File: src/rtl/ceespu_pkg.sv
// Shared types and constants for the ceespu fetch sequencer.
// Address widths are in instruction words.
package ceespu_pkg;

  localparam int unsigned CEESPU_ADDR_W = 14;

  localparam logic [CEESPU_ADDR_W-1:0] CEESPU_RESET_VEC = 14'h0000;
  localparam logic [CEESPU_ADDR_W-1:0] CEESPU_IRQ_VEC   = 14'h0010;

  typedef enum logic [1:0] {
    StBoot = 2'd0,
    StRun  = 2'd1,
    StWait = 2'd2,
    StHalt = 2'd3
  } fetch_state_e;

endpackage

File: src/rtl/ceespu_pc_next.sv
// Combinational priority mux for the fetch controller: picks the next PC, EPC,
// interrupt enable, fetch state and the flush / irq-ack pulse requests.
module ceespu_pc_next
  import ceespu_pkg::*;
#(
  parameter int unsigned            ADDR_W  = CEESPU_ADDR_W,
  parameter logic [ADDR_W-1:0]      IRQ_VEC = CEESPU_IRQ_VEC
) (
  input  logic [1:0]        state,
  input  logic [ADDR_W-1:0] pc,
  input  logic [ADDR_W-1:0] epc,
  input  logic              ie,
  input  logic              stall,
  input  logic              branch,
  input  logic [ADDR_W-1:0] branch_addr,
  input  logic              reti,
  input  logic              irq,
  input  logic              halt,
  input  logic              mem_ready,
  output logic [1:0]        state_next,
  output logic [ADDR_W-1:0] pc_next,
  output logic [ADDR_W-1:0] epc_next,
  output logic              ie_next,
  output logic              flush_next,
  output logic              irq_ack_next
);

  fetch_state_e      st;
  fetch_state_e      st_n;
  logic [ADDR_W-1:0] pc_inc;

  assign st         = fetch_state_e'(state);
  assign pc_inc     = pc + ADDR_W'(1);  // wraps silently at the top of memory
  assign state_next = st_n;

  always_comb begin
    st_n         = st;
    pc_next      = pc;
    epc_next     = epc;
    ie_next      = ie;
    flush_next   = 1'b0;
    irq_ack_next = 1'b0;

    case (st)
      StBoot: begin
        st_n    = StRun;
        ie_next = 1'b1;
      end

      StRun, StWait: begin
        if (branch) begin
          pc_next    = branch_addr;
          flush_next = 1'b1;
          st_n       = StRun;
        end else if (reti) begin
          pc_next    = epc;
          ie_next    = 1'b1;
          flush_next = 1'b1;
          st_n       = StRun;
        end else if (irq && ie) begin
          epc_next     = pc;
          pc_next      = IRQ_VEC;
          ie_next      = 1'b0;
          flush_next   = 1'b1;
          irq_ack_next = 1'b1;
          st_n         = StRun;
        end else if (halt) begin
          st_n = StHalt;
        end else if (!stall) begin
          if (!mem_ready) begin
            st_n = StWait;
          end else begin
            pc_next = pc_inc;
            st_n    = StRun;
          end
        end
      end

      StHalt: begin
        // Only an enabled interrupt wakes us; it resumes after the halt.
        if (irq && ie) begin
          epc_next     = pc_inc;
          pc_next      = IRQ_VEC;
          ie_next      = 1'b0;
          flush_next   = 1'b1;
          irq_ack_next = 1'b1;
          st_n         = StRun;
        end
      end

      default: begin
        st_n = StBoot;
      end
    endcase
  end

endmodule

File: src/rtl/ceespu_fetch_ctrl.sv
// ceespu PC / instruction-fetch sequencer: owns the PC, EPC and interrupt
// enable, and drives the fetch request, flush and interrupt-ack pulses.
module ceespu_fetch_ctrl
  import ceespu_pkg::*;
#(
  parameter int unsigned       ADDR_W    = CEESPU_ADDR_W,
  parameter logic [ADDR_W-1:0] RESET_VEC = CEESPU_RESET_VEC,
  parameter logic [ADDR_W-1:0] IRQ_VEC   = CEESPU_IRQ_VEC
) (
  input  logic              I_clk,
  input  logic              I_rst_n,
  input  logic              I_stall,
  input  logic              I_branch,
  input  logic [ADDR_W-1:0] I_branchAddress,
  input  logic              I_reti,
  input  logic              I_irq,
  input  logic              I_halt,
  input  logic              I_mem_ready,
  output logic [ADDR_W-1:0] O_PC,
  output logic              O_fetch_valid,
  output logic              O_flush,
  output logic              O_irq_ack,
  output logic [ADDR_W-1:0] O_epc,
  output logic              O_halted
);

  fetch_state_e      state_q;
  logic [1:0]        state_d;
  logic [ADDR_W-1:0] pc_q, pc_d;
  logic [ADDR_W-1:0] epc_q, epc_d;
  logic              ie_q, ie_d;
  logic              flush_q, flush_d;
  logic              irq_ack_q, irq_ack_d;

  ceespu_pc_next #(
    .ADDR_W  (ADDR_W),
    .IRQ_VEC (IRQ_VEC)
  ) u_pc_next (
    .state        (state_q),
    .pc           (pc_q),
    .epc          (epc_q),
    .ie           (ie_q),
    .stall        (I_stall),
    .branch       (I_branch),
    .branch_addr  (I_branchAddress),
    .reti         (I_reti),
    .irq          (I_irq),
    .halt         (I_halt),
    .mem_ready    (I_mem_ready),
    .state_next   (state_d),
    .pc_next      (pc_d),
    .epc_next     (epc_d),
    .ie_next      (ie_d),
    .flush_next   (flush_d),
    .irq_ack_next (irq_ack_d)
  );

  always_ff @(posedge I_clk) begin
    if (!I_rst_n) begin
      state_q   <= StBoot;
      pc_q      <= RESET_VEC;
      epc_q     <= '0;
      ie_q      <= 1'b0;
      flush_q   <= 1'b0;
      irq_ack_q <= 1'b0;
    end else begin
      state_q   <= fetch_state_e'(state_d);
      pc_q      <= pc_d;
      epc_q     <= epc_d;
      ie_q      <= ie_d;
      flush_q   <= flush_d;
      irq_ack_q <= irq_ack_d;
    end
  end

  always_comb begin
    O_PC          = pc_q;
    O_epc         = epc_q;
    O_flush       = flush_q;
    O_irq_ack     = irq_ack_q;
    O_halted      = (state_q == StHalt);
    // WAIT keeps the request up so imem can finish the pending word.
    O_fetch_valid = (state_q == StRun) || (state_q == StWait);
  end

endmodule

File: config.mk
export PLATFORM = sky130hd
export DESIGN_NAME = ceespu_fetch_ctrl
export DESIGN_NICKNAME = d
export VERILOG_FILES = /design/src/rtl/ceespu_pkg.sv /design/src/rtl/ceespu_pc_next.sv /design/src/rtl/ceespu_fetch_ctrl.sv
export SDC_FILE = /design/constraint.sdc
export NUM_CORES = 1
export LEC_CHECK = 0
export ABC_AREA = 0
export CAP_MARGIN = 25
export CORE_MARGIN = 3
export CORE_UTILIZATION = 53
export CTS_CLUSTER_DIAMETER = 200
export DETAILED_ROUTE_END_ITERATION = 8
export GPL_ROUTABILITY_DRIVEN = 0
export GPL_TIMING_DRIVEN = 0
export HOLD_SLACK_MARGIN = 0.15
export PLACE_DENSITY = 0.91
export SLEW_MARGIN = 20
export SYNTH_ARGS = -nofsm -noshare
export SYNTH_HDL_FRONTEND = slang
export SYNTH_SLANG_ARGS = --single-unit
export TNS_END_PERCENT = 50
File: constraint.sdc
create_clock -name I_clk -period 5.74 [get_ports I_clk]
set_clock_uncertainty 0.1 [all_clocks]
set_input_delay 1.148 -clock I_clk [delete_from_list [all_inputs] [get_ports I_clk]]
set_output_delay 1.148 -clock I_clk [all_outputs]
set_load 0.005 [all_outputs]
==> metrics.csv <==
metric;value;unit
grt_antenna_before_repair;0;
fmax;0.322;GHz
setup_violations;0;
slowest_stage;clkdlybuf4s50_1;
synth_edf_count;0;
r2r_slack;3.20;ns
die_h;70.4;um
end_kind;register;
period_minus_slack;3.11;ns
drt_wl_total;7300;um
path_max_fanout;10;
antenna_left;0;
synth_nets;299;
postCtsHoldBufs;0;
period_share;54.1;%
cts_max_level;2;
criticalPathCategory;in2reg;
p_clk_share;28.7;%
diodes;0;
r2r-end;O_PC[3];
placementRows;22;
max-cap-violations;0;
ys_seq_area_share;30.0;%
finalSetupTns;0;ns
hold_violations;0;
holdPathStages;2;
startpoint;I_irq;
cp_num_cells;6;
cts_buffer_depth;2;
switching_power;0.000193;W
grt-ovfl-total;0;
status;finished, final reports clean;
worst-endpoint-required;5.84;ns
intPower;0.000416;W
crit_path_cell_trace;clkdlybuf4s50_1 > a21boi_1 > o32a_4 > clkbuf_1 > nor3_1 > a211oi_1;
cts.reportedPaths.clkPinSlew;0.07;ns
comb_power_share;27.8;%
synth-main-ff-cell;dfxtp_1;
yosysWarnings;0;
die-area;4960;um^2
cts_made_buffers;5;
worst-path-buf-inv;2;
first_pass_iters;5;
worst_slew_pin_slew;0.815;ns
tritoncts;yes;
powerDensity;214;nW/um^2
coreArea;3830;um^2
ys_ff_latch;33;
leakage;1.06;nW
syn_to_final_growth;29.7;%
die_x;70.4;um
clock_tree.root_cell;clkbuf_8;
netlist-cell-type-count;63;
critPathMaxStageDelay;0.57;ns
fill_cells;316;
drive_above_1_share;6.91;%
relSlewSlack;45.4;%
portBuffers;51;
globalRouteTotalUtil;29.5;%
cts-resized-gates;0;
syn_area;2200;um^2
crit-reg2reg-launch;state_q[0];
drtIter0Drc;416;
clock_sinks;33;
drc;0;
slew_viol_final;0;
startpoint_type;input pin;
p_seq_share;43.6;%
post-cts-setup-buffers;0;
grt_max_degree;11;
placedInstanceArea;2770;um^2
ir_worst_vdd;0.000173;V
synth_cells;274;
place_hpwl;5060;um
holdCritPathClass;reg2reg;
num_io_pins;54;
clk_latency;0.29;ns
start_util;57.5;%
path_delay_family;buffers and inverters;
crit_end;O_epc[0];
synthArstFlopShare;0;%
cp_data_arrival_time;3.21;ns
sw_frac_of_total;31.7;%
final_cell_area;2850;um^2
avgSynthCellArea;8.03;um^2
fin_nets;357;
post_drt_wl_per_cell;19.2;um
grt_pass1_wl;11700;um
grt_pass1_vias;2376;
viasPerCell;6.70;
rsz0062_at_grt;false;
vias;2552;
worstRegToRegCells;7;
-- per-stage QoR --
stage               util [%]  std cells  hold WS (ns)  power [W]  setup slack, ns
floorplan                  -        274         0.363   0.000358             3.01
global route            74.6        381         0.409   0.000637             2.53
CTS                     74.6        381         0.391   0.000606             2.69
finish                  74.6        381         0.396   0.000610             2.63
detailed placement      72.4        373         0.381   0.000434             2.41
global placement        72.4        373         0.372   0.000430             2.41
-- cell usage in the layout (no fill, tap or decap), types with 9 or more instances in the layout --
| cell | n |
|---|---|
| clkbuf_1 | 18 |
| a21oi_1 | 10 |
| nor3_1 | 9 |
| dfxtp_1 | 33 |
| o21ai_0 | 17 |
| nand2_1 | 20 |
| clkdlybuf4s50_1 | 51 |
| inv_1 | 19 |
| xnor2_1 | 9 |
-- sequential cells by signal, summed over array words and instances (netlist names) --
name and count:
O_irq_ack 1, O_epc 14, state_q 2, ie_q 1
O_PC 14, O_flush 1
-- cell type report --
class,instances,area (um^2),area share (%)
Buffer,25,115,4.03
Multi-Input combinational cell,196,1350,47.3
Clock inverter,2,10.0,0.351
Inverter,20,75.1,2.63
Tap cell,48,60.1,2.10
Timing Repair Buffer,51,510,17.9
Clock buffer,6,72.6,2.54
Sequential cell,33,661,23.1
-- logic make-up (layout without fill, tap and decap cells) --
| kind of cell | after synthesis | after routing | share of synthesized area (%) |
|---|---|---|---|
| compound gates | 101 | 101 | 35.3 |
| xor+xnor | 11 | 11 | 4.38 |
| fa+ha+maj | 3 | 3 | 1.71 |
| buf+inv | 45 | 104 | 8.64 |
| flops | 33 | 33 | 30.0 |
| mux | 1 | 1 | 0.455 |
| simple gates | 80 | 80 | 19.5 |
-- Yosys cell counts, types with 3 or more instances --
cell type  instances  area, um^2
o21bai_1           8        60.1
nor3_1             9        45.0
a221oi_1           6        52.6
nor2b_1            3        18.8
dfxtp_1           33         661
nand3_1            8        40.0
nor2_1             8        30.0
o2bb2ai_1          3        26.3
o22ai_1            4        25.0
a22oi_1            7        52.6
a211oi_1           3        22.5
ha_1               3        37.5
o41ai_1            3        26.3
nand4_1            8        50.1
a31oi_1            3        18.8
a311oi_1           3        26.3
o211a_1            8        80.1
nand2_1           20        75.1
o21ai_0           17        85.1
nand3b_1           3        22.5
inv_1             19        71.3
clkbuf_1          17        63.8
and4_1             3        26.3
a21oi_1           10        50.1
xnor2_1            9        78.8
and3_1             7        43.8
buf_2              5        25.0
-- tightest hold or removal path: stages (launching register included) --
cell and delay [ns]:
dfxtp_1 0.33, inv_1 0.06, a211oi_1 0.05
-- how the worst min path moves through the flow --
| stage | to | from |
|---|---|---|
| 3_3_place_gp | O_epc[13] | O_epc[13] |
| 4_1_cts | O_epc[10] | O_epc[10] |
| 6_report | O_epc[1] | O_epc[1] |
| 3_5_place_dp | O_epc[10] | O_epc[10] |
| 2_1_floorplan | O_epc[1] | O_epc[1] |
| 5_1_grt | O_epc[13] | O_epc[13] |
-- power by group through the flow --
stage               logic (W)  clock network [W]  registers (W)
detailed placement   0.000164                  0       0.000270
floorplan           0.0000899                  0       0.000268
finish               0.000169           0.000175       0.000266
CTS                  0.000166           0.000175       0.000265
global route         0.000181           0.000187       0.000268
global placement     0.000160                  0       0.000269
-- metal layers --
metal	vias up	track usage, %	wire, um
met5	-	0	0
met4	0	11.5	287
met3	38	6.04	904
met2	217	46.5	3270
met1	1144	39.3	2840
li1	1153	-	-
Note: power is estimated with default switching activity, not from simulation.
